**src/rtl/ram_bist_ctrl.sv**
```systemverilog
// Self-test controller for a single-port RAM: writes a pattern to every location,
// reads it all back, compares, and reports pass, first failing address and error count.
module ram_bist_ctrl #(
  parameter int AW     = 10,
  parameter int DW     = 8,
  parameter int SEED   = 0,
  parameter int RD_LAT = 1
) (
  input  logic          i_clk,
  input  logic          i_rst_n,
  input  logic          i_start,
  input  logic          i_invert,
  output logic [AW-1:0] o_ram_addr,
  output logic [DW-1:0] o_ram_din,
  output logic          o_ram_write,
  output logic          o_ram_select,
  input  logic [DW-1:0] i_ram_dout,
  output logic          o_busy,
  output logic          o_done,
  output logic          o_pass,
  output logic [AW-1:0] o_fail_addr,
  output logic [7:0]    o_err_count
);

  typedef enum logic [2:0] {S_IDLE, S_FILL, S_READ, S_DRAIN, S_DONE} state_t;

  localparam int          PW         = (AW + 1 > DW) ? AW + 1 : DW;
  localparam logic [AW:0] LAST       = {1'b0, {AW{1'b1}}};
  localparam logic [AW:0] DRAIN_LAST = (AW+1)'((RD_LAT > 0) ? RD_LAT - 1 : 0);

  state_t        r_state, w_nxt_state;
  logic [AW:0]   r_addr, w_nxt_addr;
  logic          r_inv;
  logic          w_rd;
  logic [PW-1:0] w_pat_sum;
  logic [DW-1:0] w_pat;
  logic          w_cmp_vld;
  logic [DW-1:0] w_cmp_exp;
  logic [AW-1:0] w_cmp_adr;
  logic          w_err_hit;

  assign w_pat_sum = PW'({r_addr[AW-1:0], 1'b0}) + PW'(SEED);
  assign w_pat     = w_pat_sum[DW-1:0] ^ {DW{r_inv}};
  assign w_err_hit = w_cmp_vld && (i_ram_dout != w_cmp_exp);

  // Expected data/address ride alongside the read so they line up with i_ram_dout.
  generate
    if (RD_LAT == 0) begin : g_nolat
      assign w_cmp_vld = w_rd;
      assign w_cmp_exp = w_pat;
      assign w_cmp_adr = r_addr[AW-1:0];
    end else begin : g_lat
      logic [RD_LAT:1]         r_vld_pipe;
      logic [RD_LAT:1][DW-1:0] r_exp_pipe;
      logic [RD_LAT:1][AW-1:0] r_adr_pipe;
      always_ff @(posedge i_clk or negedge i_rst_n) begin
        if (!i_rst_n) begin
          r_vld_pipe <= '0;
          r_exp_pipe <= '0;
          r_adr_pipe <= '0;
        end else begin
          r_vld_pipe[1] <= w_rd;
          r_exp_pipe[1] <= w_pat;
          r_adr_pipe[1] <= r_addr[AW-1:0];
          for (int i = 2; i <= RD_LAT; i++) begin
            r_vld_pipe[i] <= r_vld_pipe[i-1];
            r_exp_pipe[i] <= r_exp_pipe[i-1];
            r_adr_pipe[i] <= r_adr_pipe[i-1];
          end
        end
      end
      assign w_cmp_vld = r_vld_pipe[RD_LAT];
      assign w_cmp_exp = r_exp_pipe[RD_LAT];
      assign w_cmp_adr = r_adr_pipe[RD_LAT];
    end
  endgenerate

  always_comb begin
    w_nxt_state  = r_state;
    w_nxt_addr   = r_addr;
    o_ram_select = 1'b0;
    o_ram_write  = 1'b0;
    o_ram_addr   = '0;
    o_ram_din    = '0;
    o_done       = 1'b0;
    w_rd         = 1'b0;
    o_busy       = (r_state == S_FILL) || (r_state == S_READ) || (r_state == S_DRAIN);
    case (r_state)
      S_IDLE: begin
        if (i_start) begin
          w_nxt_state = S_FILL;
          w_nxt_addr  = '0;
        end
      end
      S_FILL: begin
        o_ram_select = 1'b1;
        o_ram_write  = 1'b1;
        o_ram_addr   = r_addr[AW-1:0];
        o_ram_din    = w_pat;
        if (r_addr == LAST) begin
          w_nxt_state = S_READ;
          w_nxt_addr  = '0;
        end else begin
          w_nxt_addr = r_addr + 1'b1;
        end
      end
      S_READ: begin
        o_ram_select = 1'b1;
        o_ram_addr   = r_addr[AW-1:0];
        w_rd         = 1'b1;
        if (r_addr == LAST) begin
          w_nxt_state = (RD_LAT == 0) ? S_DONE : S_DRAIN;
          w_nxt_addr  = '0;
        end else begin
          w_nxt_addr = r_addr + 1'b1;
        end
      end
      S_DRAIN: begin
        if (r_addr == DRAIN_LAST) begin
          w_nxt_state = S_DONE;
          w_nxt_addr  = '0;
        end else begin
          w_nxt_addr = r_addr + 1'b1;
        end
      end
      S_DONE: begin
        o_done      = 1'b1;
        w_nxt_state = S_IDLE;
      end
      default: w_nxt_state = S_IDLE;
    endcase
  end

  always_ff @(posedge i_clk or negedge i_rst_n) begin
    if (!i_rst_n) begin
      r_state     <= S_IDLE;
      r_addr      <= '0;
      r_inv       <= 1'b0;
      o_pass      <= 1'b0;
      o_fail_addr <= '0;
      o_err_count <= '0;
    end else begin
      r_state <= w_nxt_state;
      r_addr  <= w_nxt_addr;
      if (r_state == S_IDLE && i_start) begin
        r_inv       <= i_invert;
        o_pass      <= 1'b0;
        o_fail_addr <= '0;
        o_err_count <= '0;
      end else if (w_err_hit) begin
        if (o_err_count != 8'hFF) o_err_count <= o_err_count + 8'd1;
        if (o_err_count == 8'd0)  o_fail_addr <= w_cmp_adr;
      end
      // Last compare may land on the same edge, so fold it into the verdict.
      if (w_nxt_state == S_DONE && r_state != S_DONE)
        o_pass <= (o_err_count == 8'd0) && !w_err_hit;
    end
  end

endmodule

```
**config.mk**
```make
export PLATFORM = sky130hd
export DESIGN_NAME = ram_bist_ctrl
export DESIGN_NICKNAME = d
export VERILOG_FILES = /design/src/rtl/ram_bist_ctrl.sv
export SDC_FILE = /design/constraint.sdc
export NUM_CORES = 1
export LEC_CHECK = 0
export BUFFER_PORTS_ARGS = -buffer_cell sky130_fd_sc_hd__buf_2
export CAP_MARGIN = 20
export CORE_ASPECT_RATIO = 1.2
export CORE_MARGIN = 2
export CORE_UTILIZATION = 40
export DETAILED_ROUTE_END_ITERATION = 10
export SKIP_LAST_GASP = 1
export SYNTH_ARGS = -nofsm -noshare
export SYNTH_HDL_FRONTEND = slang
export SYNTH_SLANG_ARGS = --single-unit
```
**constraint.sdc**
```tcl
create_clock -name i_clk -period 2.3 [get_ports i_clk]
set_input_delay 0.115 -clock i_clk [delete_from_list [all_inputs] [get_ports i_clk]]
set_output_delay 0.115 -clock i_clk [all_outputs]
set_load 0.05 [all_outputs]
```
==> flow_summary.ini <==
[sta]
post-route-min-period_ns = 2.140
drv_slew = 0
worst_slack_ns = 0.1602
worst_pin_slew_ns = 0.5239
hold-worst-slack_ns = 0.02827
period_share_pct = 93.04
setup_viol = 0
max_freq_ghz = 0.4673
skew_ns = 0.009930
finalHoldViolCount = 0
grt_setup_unrepaired = false
finalSetupTns_ns = 0
relSlewSlack_pct = 64.95

[floorplan]
die_h_um = 91.34
io_pins = 53
die_area_sq_mm = 0.007013
die_w_um = 76.78
start_util_pct = 41.75
rows = 31
core_sq_mm = 0.006090

[detailed_routing]
antenna_left = 0
via_per_inst = 5.076
vias = 2061
finalWirelength_um = 5635
firstDrtPassIters = 4
first_iter_violations = 59
drc = 0
avgRoutedWirePerCell_um = 13.88

[outcome]
outcome = finished clean

[synth]
netlist_instances = 255
yosys_warnings = 0
syn-num-nets = 271
avgSynthCellArea_sq_um = 9.970
netlist_area_sq_mm = 0.002542
synth_top_area_cell = dfrtp_1
synth_top_area_share_pct = 52.17
yosysSeqAreaShare_pct = 52.17
ys_types = 41
synthTopCellsByArea = dfrtp_1 52%, o21ai_1 4.5%, and2_1 4.4%, nand3_1 3.7%, xnor2_1 3.1%
ys_seq_elements = 53

[place]
placedCellCount = 396
numPortBuffers = 52
dp_hpwl_um = 4172
post-place-ws_ns = 0.1526
gp_congestion = 0.7934
place_area_sq_mm = 0.002993

[run]
cap_violations = 0

[cts]
clock_latency_ns = 0.30
cts-htree-levels = 2
cts_buffers = 5
cts_root_buffer = clkbuf_8
clock-sinks = 53
cts_tree = yes
clk_pin_slew_ns = 0.10
ctsLongestPathBuffers = 2

[global_routing]
grt_use_total_pct = 17.35
grt_pass1_vias = 1980
grt_pass1_wl_um = 9632
antenna_found_initial = 0
grt_max_degree = 45
grt_remaining_overflow = 0

[setup_path]
reg2reg_slack_ns = 0.16
reg2reg_depth = 8
worstPathArrival_ns = 2.33
reg2reg_to = o_fail_addr[2]
cp-start-kind = flop
crit_fanout = 20
worstPathRequired_ns = 2.49
cp-end-kind = flop
critPathKind = reg -> reg
rr_startpoint = o_err_count[0]

[worst_hold_path]
worstHoldPathType = in -> reg
min_from = i_invert
min_to = r_inv
hold_depth = 3

[cells_and_area]
fin_area_sq_mm = 0.003105
utilization_pct = 51.00
drive_above_1_share_pct = 25.93
nets = 339
antenna_cells = 0
final-instance-count-excl-fill = 406
area_growth_pct = 22.15

[power]
p_clk_share_pct = 32.0
ir_worst_vdd_uv = 285.4
p_int_mw = 1.196
p_per_area_mw_per_mm2 = 507.1
switchingPower_mw = 0.3791
pwr-share-seq_pct = 60.4
comb_power_share_pct = 7.7
power_mw = 1.575
switching_share_pct = 24.07
p_leak_nw = 1.481
[timing repair]
action	4_1_cts	5_1_grt
setup endpoints to repair	0	0
hold endpoints to repair	0	41
hold buffers	0	1
buffers inserted	0	0
resized for setup	0	0
[metal layers]
layer	up-vias	track usage (%)	routed length, um
met5	-	0	0
met3	12	3.678	274
met4	0	6.364	144
met1	968	21.46	2489
met2	59	29.68	2726
li1	1022	-	-
[cell families after synthesis]
group                      synth area share [%]
AOI/OAI and AO/OA                         12.89
xor gates and xnor gates                  6.201
adders and majority gates                 1.969
buffers and inverters                     3.199
DFF                                       52.17
and+or+nand+nor                           23.57
[layout make-up]
cell class	count	area, sq um
Inverter	9	33.78
Clock buffer	6	72.57
Sequential cell	53	1326
Timing Repair Buffer	72	425.4
Fill cell	578	2984
Multi-Input combinational cell	182	1135
Clock inverter	2	10.01
Tap cell	82	102.6
[power groups by stage]
| stage | Sequential [mW] | Combinational, mW | Clock, mW |
|---|---|---|---|
| 2_1_floorplan | 0.969 | 0.0687 | 0 |
| 3_3_place_gp | 0.969 | 0.118 | 0 |
| 3_5_place_dp | 0.970 | 0.118 | 0 |
| 4_1_cts | 0.951 | 0.119 | 0.519 |
| 5_1_grt | 0.952 | 0.133 | 0.562 |
| 6_report | 0.951 | 0.121 | 0.503 |
[worst max path at each step]
stage                                end  cells past startpoint      startpoint
after CTS                 o_fail_addr[8]                      8  o_err_count[0]
after floorplan            o_ram_addr[0]                      4      r_state[0]
final                     o_fail_addr[2]                      8  o_err_count[0]
after global placement    o_fail_addr[5]                      8  o_err_count[0]
after global routing      o_fail_addr[8]                      8  o_err_count[0]
after detailed placement  o_fail_addr[3]                      8  o_err_count[0]
[cells in the final DEF (no fill, tap or decap), types with 5 or more instances in the layout]
cell type and n:
and2_1 18, nor2_1 13, or3_1 6, and3_1 6, nand3_1 19, buf_4 18, xor2_1 9, nand2_1 17
nand4_1 5, clkbuf_8 5, inv_1 8, a21o_1 5, o21ai_1 23, buf_2 52, a21oi_1 11, xnor2_1 9
dfrtp_1 53
[cells in the mapped netlist, drive strengths merged]
cell type and number:
a211oi 1, a21o 5, a21oi 12, a22o 2
a31oi 2, a41oi 2, and2 18, and3 6
and4 1, and4b 1, buf 5, clkbuf 6
dfrtp 53, ha 4, inv 9, nand2 17
nand2b 4, nand3 19, nand3b 2, nand4 5
nor2 13, nor2b 1, nor3 2, nor3b 4
nor4 2, nor4b 1, o211ai 2, o21a 1
o21ai 25, o2bb2ai 1, or2 3, or3 6
or4 1, or4b 1, xnor2 9, xor2 9
[state kept, by name, summed over array words and instances (netlist names)]
name	flops
r_state	3
g_lat.r_exp_pipe	8
o_err_count	8
g_lat.r_vld_pipe	1
o_pass	1
o_fail_addr	10
r_inv	1
r_addr	11
g_lat.r_adr_pipe	10
[critical path: stages, from the launching register on]
cell and delay [ns]:
dfrtp_1 0.38, inv_1 0.09, ha_1 0.14, or4b_1 0.42, nor4_1 0.39, o211ai_1 0.19
buf_4 0.24, nand3_1 0.10, o21ai_1 0.06
No activity file was read; power rests on OpenSTA's default activity.
